<file path="config.mk">
export PLATFORM = sky130hd
export DESIGN_NAME = pc_fetch_ctrl
export DESIGN_NICKNAME = d
export VERILOG_FILES = /design/src/rtl/pc_fetch_ctrl.sv
export SDC_FILE = /design/constraint.sdc
export NUM_CORES = 1
export LEC_CHECK = 0
export BUFFER_PORTS_ARGS = -buffer_cell sky130_fd_sc_hd__buf_2
export CORE_MARGIN = 8
export CORE_UTILIZATION = 51
export DETAILED_ROUTE_END_ITERATION = 8
export GPL_TIMING_DRIVEN = 0
export MAX_ROUTING_LAYER = met4
export PLACE_DENSITY = 0.81
export SETUP_SLACK_MARGIN = 0.5
export SLEW_MARGIN = 20
export SYNTH_ARGS = -nofsm -noshare
export SYNTH_HDL_FRONTEND = slang
export SYNTH_SLANG_ARGS = --single-unit
export TNS_END_PERCENT = 10
</file>
<file path="constraint.sdc">
create_clock -name clk -period 2.4 [get_ports clk]
set_input_delay 0.24 -clock clk [delete_from_list [all_inputs] [get_ports clk]]
set_output_delay 0.24 -clock clk [all_outputs]
set_load 0.03 [all_outputs]
</file>
<file path="src/rtl/pc_fetch_ctrl.sv">
// PC and fetch-request sequencer: one fetch per instruction, next PC one cycle after exec_done.
// ifu_addr is held stable while ifu_req_ready is low; HALT is terminal until rst.
module pc_fetch_ctrl #(
   parameter int                    ADDR_WIDTH = 32,
   parameter logic [ADDR_WIDTH-1:0] RESET_PC   = 32'h8000_0000,
   parameter int                    CNT_WIDTH  = 64
) (
   input  logic                  clk,
   input  logic                  rst,
   output logic                  ifu_req_valid,
   input  logic                  ifu_req_ready,
   output logic [ADDR_WIDTH-1:0] ifu_addr,
   input  logic                  exec_done,
   input  logic                  pc_sel,
   input  logic [ADDR_WIDTH-1:0] target,
   input  logic                  halt,
   input  logic [ADDR_WIDTH-1:0] trap_vec,
   output logic [ADDR_WIDTH-1:0] pc,
   output logic                  exc_valid,
   output logic                  halted,
   output logic [CNT_WIDTH-1:0]  retire_cnt
);

   typedef enum logic [1:0] {
      S_FETCH = 2'd0,
      S_WAIT  = 2'd1,
      S_HALT  = 2'd2
   } state_t;

   state_t                state_q;
   logic [ADDR_WIDTH-1:0] pc_q;
   logic                  valid_q;
   logic                  exc_q;
   logic                  halted_q;
   logic [CNT_WIDTH-1:0]  cnt_q;

   logic [ADDR_WIDTH-1:0] pc_seq_d;
   logic [ADDR_WIDTH-1:0] pc_tgt_d;
   logic [ADDR_WIDTH-1:0] pc_trap_d;
   logic [CNT_WIDTH-1:0]  cnt_inc_d;

   assign pc_seq_d  = pc_q + ADDR_WIDTH'(4);
   assign pc_tgt_d  = target & ~ADDR_WIDTH'(1);
   assign pc_trap_d = trap_vec & ~ADDR_WIDTH'(3);
   assign cnt_inc_d = cnt_q + CNT_WIDTH'(1);

   always_ff @(posedge clk) begin
      if (rst) begin
         state_q  <= S_FETCH;
         pc_q     <= RESET_PC;
         valid_q  <= 1'b0;
         exc_q    <= 1'b0;
         halted_q <= 1'b0;
         cnt_q    <= '0;
      end else begin
         exc_q <= 1'b0;
         unique case (state_q)
            S_FETCH: begin
               // valid is only raised here on the first cycle out of reset;
               // every other entry into FETCH arrives with valid already set.
               if (!valid_q) begin
                  valid_q <= 1'b1;
               end else if (ifu_req_ready) begin
                  valid_q <= 1'b0;
                  state_q <= S_WAIT;
               end
            end
            S_WAIT: begin
               if (exec_done) begin
                  if (halt) begin
                     state_q  <= S_HALT;
                     halted_q <= 1'b1;
                     cnt_q    <= cnt_inc_d;
                  end else if (pc_sel && target[1]) begin
                     pc_q    <= pc_trap_d;
                     exc_q   <= 1'b1;
                     valid_q <= 1'b1;
                     state_q <= S_FETCH;
                  end else begin
                     pc_q    <= pc_sel ? pc_tgt_d : pc_seq_d;
                     cnt_q   <= cnt_inc_d;
                     valid_q <= 1'b1;
                     state_q <= S_FETCH;
                  end
               end
            end
            S_HALT: begin
               valid_q <= 1'b0;
            end
            default: begin
               state_q <= S_FETCH;
               valid_q <= 1'b0;
            end
         endcase
      end
   end

   assign ifu_req_valid = valid_q;
   assign ifu_addr      = pc_q;
   assign pc            = pc_q;
   assign exc_valid     = exc_q;
   assign halted        = halted_q;
   assign retire_cnt    = cnt_q;

endmodule

</file>
== Word level (Yosys, flattened, before mapping) ==
Index checks and enable logic that the tools add are counted.
Word-level totals
  bits in writable memories: 0
  bits of input ports: 70
  logic and storage cells: 42
  memories kept: 0
  register bits after elaboration: 101
  bits in latches: 0
  output and inout bits: 131
  bits in read-only memories: 0
Operators by class
  shifts and indexed selects: 0
  bitwise logic cells: 4
  multiply operators: 0
  multiplexer cells: 15
  add/sub/neg operators: 2
  divide/modulo/power cells: 0
  $lt $le $gt $ge: 0
  reduce and logical (&&, ||, !) cells: 8
  equality and inequality tests: 7
Operators with widths (count)
  64-bit two-way mux: 2
  64-bit by 1-bit adder with 64-bit output (second input constant): 1
  32-bit two-way mux: 2
  32-bit by 3-bit adder with 32-bit output (second input constant): 1
  2-bit != test (second input constant): 5
  3-bit AND reduction: 3
  2-bit two-way mux: 4
  2-bit case mux with 3 select lines: 1
  1-bit two-way mux: 5
  1-bit inverter: 4
  4-bit AND reduction: 1
  4-bit OR reduction: 1
  2-bit by 1-bit equality test with 1-bit output (second input constant): 1
  2-bit equality test (second input constant): 1
  2-bit logical NOT: 1
  1-bit case mux with 2 select lines: 1
  2-bit AND reduction: 1
  1-bit logical AND: 1

== Longest topological paths before layout ==
Gate-level depths: netlist of run 1.
  depth in word-level cells: 3
  gate-level depth with buffers: 8
  depth with buffers taken out: 6

== Least setup slack after synthesis of run 1 ==
No wires, ideal clock.
  kind: reg-to-reg
  start point: register cnt_q[8] (netlist: retire_cnt[8])
  end point: register cnt_q[43] (netlist: retire_cnt[43])
  required time: 2330 ps
  library setup time: 70 ps
  stages on the path, launching flop included: 7
  period minus slack after synthesis: 2267 ps
  arrival time: 2196 ps
  path buffers: 1
  setup slack: 133 ps
  path through: dfxtp_1 > and4_2 > nand4_1 > or3_4 > buf_4 > or4_1 > a21oi_1
Between the ends
  cells in the longest elaborated chain, start to end: 3
Ends and longest elaborated chain
  start: declaration: RTL line 35  | logic [CNT_WIDTH-1:0] cnt_q;
  start signal: assignment: RTL line 73  | cnt_q <= cnt_inc_d;
  start signal: assignment: RTL line 81  | cnt_q <= cnt_inc_d;
  64-bit by 1-bit adder with 64-bit output *: RTL line 45  | assign cnt_inc_d = cnt_q + CNT_WIDTH'(1);
  64-bit two-way mux: RTL line 74  | end else if (pc_sel && target[1]) begin
  64-bit two-way mux *: RTL line 70  | if (halt) begin
Every way passes the cells marked *; elsewhere a longest branch is shown, timed or not. The select of a mux whose other input is x is not followed.
A chain may end at the register's enable or synchronous reset.

== Worst setup path after layout of run 1 ==
  start point: register cnt_q[41] (netlist: retire_cnt[41])
  end point: register cnt_q[55] (netlist: retire_cnt[55])
Same word-level chain as after synthesis.

==> impl_metrics.yaml, run 1 <==
routing:
  mean_routed_wirelength_per_cell_um: 19.3
  route.vias.total: 7128
  drcViolationCount: 0
  drt_iter0_markers: 821
  drt_wl_total_um: 21900
  avgViaCountPerCell: 6.26
  total_iterations_of_the_first_detailed_routing_run: 6
  number_of_nets_still_failing_antenna_checks_after_routing: 0
power_and_ir_drop:
  clock_power_share_pct: 43.6
  net-switching-power_uw: 917
  powerDensity_nw_per_um2: 421
  power_switching_share_pct: 26.2
  vdd_ir_max_mv: 0.301
  cell_internal_pwr_uw: 2580
  share_comb_of_total_power_pct: 9.7
  power_frac_seq_pct: 46.8
  p_leak_uw: 0.00351
timing:
  timing.final.crit_share_pct: 85.6
  clock-skew-final_ps: 9.38
  grt_setup_unrepaired: "yes"
  final_critical_path_setup_slack_ps: 345
  finalSetupViolCount: 0
  finalMaxSlewViolations: 0
  max-slew-margin-rel_pct: 45.1
  finalCriticalPeriod_ps: 2060
  clock.fmax_mhz: 487
  final_report_hold_violation_count: 0
  max_slew.worst_pin.slew_ps: 823
yosys:
  seq_area_frac_synth_pct: 33.4
  synth.avg_cell_area_um2: 8.07
  yosys_reg_bits: 99
  syn_area_um2: 5940
  synth_warnings: 0
  post_synth_main_area_contributors: "dfxtp_1 (33%), a21oi_1 (5.5%), nand4_1 (4.8%), buf_4 (4.4%), o31ai_1 (4.4%)"
  synth_cells: 736
  post-synth-top-area-cell: "dfxtp_1"
  ys_async_sr_fraction_pct: 0
  synth_flop_cell: "dfxtp_1"
  post_synth_num_cell_types: 64
  synth_top_area_share_pct: 33.4
  synth_enable_flop_cells: 0
placement:
  detailed_place_hpwl_um: 14900
  gp_congestion: 0.975
  post_placement_setup_slack_ps: -93.3
  dp.cells: 1073
  port_buffers: 191
outcome:
  status: "completed"
job:
  timing.max_cap.violations: 0
critical_path:
  critical_path.endpoint_type: "flop"
  ordered_list_of_cells_on_the_worst_path: "nand4_1 > buf_4 > nor4_4 > nand4_1 > buf_4 > nor3_2 > mux2_2"
  worst_path_largest_cell_delay_ps: 350
  path_delay_family: "simple AND/OR/NAND/NOR gates"
  worstPathRequired_ps: 2640
  timing.critical_path.arrival_ps: 2290
  path_max_fanout: 3
  timing.critical_path.from_type: "flop"
  cp_slowest_cell: "dfxtp_4"
  worstSetupPathType: "reg2reg"
  crit_buf_inv: 2
worst_hold_path:
  min_path_type: "in2reg"
global_routing:
  grt_usage_pct: 27.6
  vias_in_the_first_global_route: 6699
  grt_antenna_before_repair: 0
  pin_count_of_the_biggest_net_entering_global_routing: 19
  grt_remaining_overflow: 0
  grt_first_pass_wirelength_um: 33200
final_layout:
  filler_cell_count: 873
  area.growth.synth_to_final_pct: 39.8
  antennaDiodeCount: 0
  final_layout_size_suffix_gt1_share_pct: 45.0
  layoutNonFillerInstCount: 1138
  finalNetCount: 1062
clocking:
  tritoncts: "yes"
  worstSkewPairLatency_ps: 350
  clockBufferDepth: 2
  tritoncts.num_buffers: 9
  clkSinkCount: 99
  clk_pin_slew_worst_paths_ps: 80
  hold_bufs_inserted_after_cts: 0
  cts_max_level: 3
  cts.root.buffer_cell: "clkbuf_16"
die:
  fp.dieArea_um2: 15400
  io-pin-count: 201
  core_area_um2: 11400
  die_width_um: 124
  fp.dieH_um: 124
  placementRows: 39
  starting_density_of_the_core_pct: 52.2
cells by family (layout without fill, tap and decap cells):
family,count (synthesis),in the layout,synth area share (%)
compound gates,176,176,18.8
xor+xnor,21,21,3.10
fa+ha+maj,2,2,0.421
buf+inv,97,352,8.62
flops,99,99,33.4
mux,33,33,5.79
other cells,1,4,0.0631
simple gates,307,308,29.8
area by class of cell:
type                       count  area [um^2]  area share [%]
inverter                      15         56.3           0.678
clock buffer                   9          225            2.71
timing repair buffer         239         1330            16.1
multi-input combinational    544         3770            45.4
sequential                    99         2130            25.7
tap                          143          179            2.16
buffer                        82          523            6.30
clock inverter                 7         83.8            1.01
final timing paths:
kind	startpoint	cells after the start	slack (ps)	endpoint
setup reg to reg	retire_cnt[41]	7	340	retire_cnt[55]
setup / recovery	retire_cnt[41]	7	340	retire_cnt[55]
hold / removal	exec_done	3	240	state_q[0]
hold reg to reg	retire_cnt[52]	2	500	retire_cnt[52]
routing by layer:
layer / GRT usage (%) / wire length (um)
met1: 33.1 / 8610
met2: 47.1 / 10800
met3: 3.99 / 2030
met4: 8.55 / 507
met5: - / 0
power groups by stage:
stage / sequential, uW / combinational, uW / clock, uW
floorplan: 1690 / 177 / 0
global placement: 1680 / 319 / 0
detailed placement: 1680 / 320 / 0
CTS: 1640 / 327 / 1530
global route: 1640 / 363 / 1600
finish: 1640 / 339 / 1520
state kept, by name, summed over array words and instances (netlist names):
register	cells
state_q	2
exc_valid	1
retire_cnt	64
ifu_req_valid	1
halted	1
ifu_addr	30
worst min-delay path, cell delays in order:
cell and delay [ps]:
buf_2 120, mux2_2 150, nor3_1 40
through the flow:
step	hold slack, ps	util [%]	total power [uW]	TNS [ps]	cell area [um^2]
4_1_cts	240	69.9	3490	0	7940
5_1_grt	251	73.0	3600	0	8300
3_3_place_gp	474	63.6	2000	-27.8	7230
2_1_floorplan	440	-	1870	0	6100
6_report	244	73.0	3500	0	8300
3_5_place_dp	482	63.6	2000	-205	7230
timing repair:
action | 4_1_cts | 5_1_grt
setup buffers | 29 | 18
resized for setup | 49 | 70
setup endpoints to repair | 72 | 69
gates cloned | 1 | 1
pin swaps | 20 | 33
placed cells by master, fill, tap and decap left out, drive strengths merged, types with 4 or more instances in the layout:
cell / netlist / final
nor4: 11 / 11
inv: 15 / 19
and2: 6 / 6
xor2: 14 / 14
and4: 13 / 13
conb: 1 / 4
a21oi: 65 / 65
o21ai: 25 / 25
nand3: 34 / 35
mux2: 11 / 11
clkbuf: 36 / 45
nor2b: 6 / 6
a211oi: 12 / 12
a31oi: 9 / 9
buf: 46 / 285
nor3: 19 / 19
or3: 12 / 12
a21o: 4 / 4
dfxtp: 99 / 99
a311oi: 5 / 5
mux2i: 22 / 22
nand2: 44 / 44
o31ai: 35 / 35
or4: 30 / 30
and3: 15 / 15
nor2: 57 / 57
nand4: 48 / 48
xnor2: 7 / 7
synthesized netlist by cell type (4+ instances only):
cell type  count
dfxtp_1       99
a21oi_1       65
nor2_1        57
nand4_1       46
nand2_1       44
clkbuf_1      36
buf_4         35
o31ai_1       35
nand3_1       33
or4_1         28
o21ai_0       25
mux2i_1       22
nor3_1        19
inv_1         15
xor2_1        14
and3_1        13
a211oi_1      12
mux2_2        11
and4_1        10
a31oi_1        9
nor4_1         9
or3_1          9
buf_2          7
xnor2_1        7
nor2b_1        6
a311oi_1       5
and2_1         5
a21o_1         4
No activity file was read; power rests on OpenSTA's default activity.
==> run 2, diff against run 1 <==
--- a/config.mk
+++ b/config.mk
@@ -7,11 +7,10 @@
 export LEC_CHECK = 0
 export BUFFER_PORTS_ARGS = -buffer_cell sky130_fd_sc_hd__buf_2
 export CORE_MARGIN = 8
-export CORE_UTILIZATION = 51
+export CORE_UTILIZATION = 35
 export DETAILED_ROUTE_END_ITERATION = 8
 export GPL_TIMING_DRIVEN = 0
 export MAX_ROUTING_LAYER = met4
-export PLACE_DENSITY = 0.81
 export SETUP_SLACK_MARGIN = 0.5
 export SLEW_MARGIN = 20
 export SYNTH_ARGS = -nofsm -noshare
==> run 2 against run 1 <==
Critical path depth is 1 lower. Design area decreased by 3.6%. Sequential power about the same. Global-route usage down 7.3 points. First-iteration DRC count fell by 34%. Hold slack worse by 34 ps.
==> impl_metrics.yaml, run 2 (synthesis results as in run 1) <==
outcome:
  status: "completed"
die:
  starting_density_of_the_core_pct: 35.8
  fp.dieArea_um2: 21400
  fp.dieH_um: 146
  placementRows: 47
  core_area_um2: 16600
  die_width_um: 146
  io-pin-count: 201
routing:
  avgViaCountPerCell: 5.60
  mean_routed_wirelength_per_cell_um: 18.4
  drt_iter0_markers: 544
  route.vias.total: 6642
  drt_wl_total_um: 21900
  number_of_nets_still_failing_antenna_checks_after_routing: 0
  total_iterations_of_the_first_detailed_routing_run: 6
  drcViolationCount: 0
power_and_ir_drop:
  powerDensity_nw_per_um2: 447
  cell_internal_pwr_uw: 2660
  vdd_ir_max_mv: 0.341
  power_switching_share_pct: 25.6
  clock_power_share_pct: 44.9
  p_leak_uw: 0.00332
  share_comb_of_total_power_pct: 9.3
  net-switching-power_uw: 915
  power_frac_seq_pct: 45.8
global_routing:
  pin_count_of_the_biggest_net_entering_global_routing: 17
  grt_usage_pct: 20.4
  grt_antenna_before_repair: 1
  grt_remaining_overflow: 0
  grt_first_pass_wirelength_um: 34600
  vias_in_the_first_global_route: 6397
final_layout:
  finalNetCount: 1033
  largest_reg_flops: 64
  area.growth.synth_to_final_pct: 34.8
  layout.cells.most_common_list: "buf_2 (195), a21oi_1 (60), buf_4 (55)"
  finish.utilization_pct: 48.3
  layout_commonest_cell: "buf_2"
  final_layout_size_suffix_gt1_share_pct: 41.1
critical_path:
  worstSetupPathType: "reg2reg"
  critical_path.startpoint: "retire_cnt[36]"
  r2r-start: "retire_cnt[36]"
  timing.critical_path.arrival_ps: 2380
  path_max_fanout: 10
  reg2reg_slack_ps: 310
  worstRegToRegCells: 6
  r2r_end: "retire_cnt[58]"
  timing.critical_path.from_type: "flop"
  worstPathRequired_ps: 2690
  critical_path.endpoint_type: "flop"
  worst_setup_path_endpoint: "retire_cnt[58]"
timing:
  max-slew-margin-rel_pct: 46.6
  finalMaxSlewViolations: 0
  timing.final.crit_share_pct: 87.1
  finalSetupViolCount: 0
  clock-skew-final_ps: 13.6
  clock.fmax_mhz: 478
  finalCriticalPeriod_ps: 2090
  fin_worst_hold_slack_ps: 210
  max_slew.worst_pin.slew_ps: 802
  final_report_hold_violation_count: 0
  grt_setup_unrepaired: "yes"
  totalNegativeSetupSlack_ps: 0
clocking:
  tritoncts: "yes"
  tritoncts.num_buffers: 9
  cts_max_level: 3
  clk_pin_slew_worst_paths_ps: 70
  cts.root.buffer_cell: "clkbuf_16"
  clkSinkCount: 99
  clockBufferDepth: 2
  worstSkewPairLatency_ps: 360
placement:
  detailed_place_hpwl_um: 15900
  port_buffers: 191
  gp_congestion: 0.886
job:
  timing.max_cap.violations: 0
worst_hold_path:
  min_path_type: "in2reg"
[run 2: final cells by class]
type,instances,area (um^2)
clock buffer,9,225
timing repair buffer,211,1110
fill,1693,8580
sequential,99,2120
clock inverter,7,91.3
tap,220,275
multi-input combinational,543,3620
inverter,15,56.3
buffer,82,507
antenna,1,2.50
[run 2: worst max-delay path: stages (launching register included)]
cell and delay, ps:
dfxtp_4 390, nand4_4 150, or3_4 420, or2_4 250
buf_6 140, or4_1 530, a21oi_2 140
[run 2: metrics by stage]
stage | setup WS [ps] | instances | area (um^2) | total power, uW
floorplan | 415 | 739 | 6100 | 1870
global placement | -145 | 1150 | 7330 | 2000
detailed placement | -153 | 1150 | 7330 | 2010
CTS | 326 | 1180 | 7870 | 3590
global route | 234 | 1187 | 8000 | 3700
finish | 309 | 1187 | 8000 | 3580
[run 2: worst min path at each step]
stage,start,end,depth (start not counted)
4_1_cts,exec_done,state_q[0],3
3_5_place_dp,halted,halted,2
6_report,exec_done,state_q[0],3
3_3_place_gp,halted,halted,2
2_1_floorplan,exec_done,state_q[0],2
5_1_grt,exec_done,state_q[0],3
[run 2: metal layers]
metal | vias up | wire, um | track usage (%)
met1 | 3155 | 9680 | 25.5
met4 | 0 | 320 | 5.26
met3 | 24 | 1480 | 4.64
li1 | 3200 | - | -
met2 | 263 | 10400 | 32.5
met5 | - | 0 | -
[run 2: timing repair]
action,4_1_cts,5_1_grt
pin swaps,9,8
setup endpoints to repair,72,70
buffers inserted,14,6
hold buffers,0,0
gates resized for setup,37,32
[run 2: power by group through the flow]
| stage | logic, uW | clock network (uW) | registers, uW |
|---|---|---|---|
| global placement | 325 | 0 | 1680 |
| global route | 361 | 1690 | 1640 |
| finish | 334 | 1610 | 1640 |
| CTS | 330 | 1620 | 1640 |
| detailed placement | 326 | 0 | 1680 |
| floorplan | 177 | 0 | 1690 |
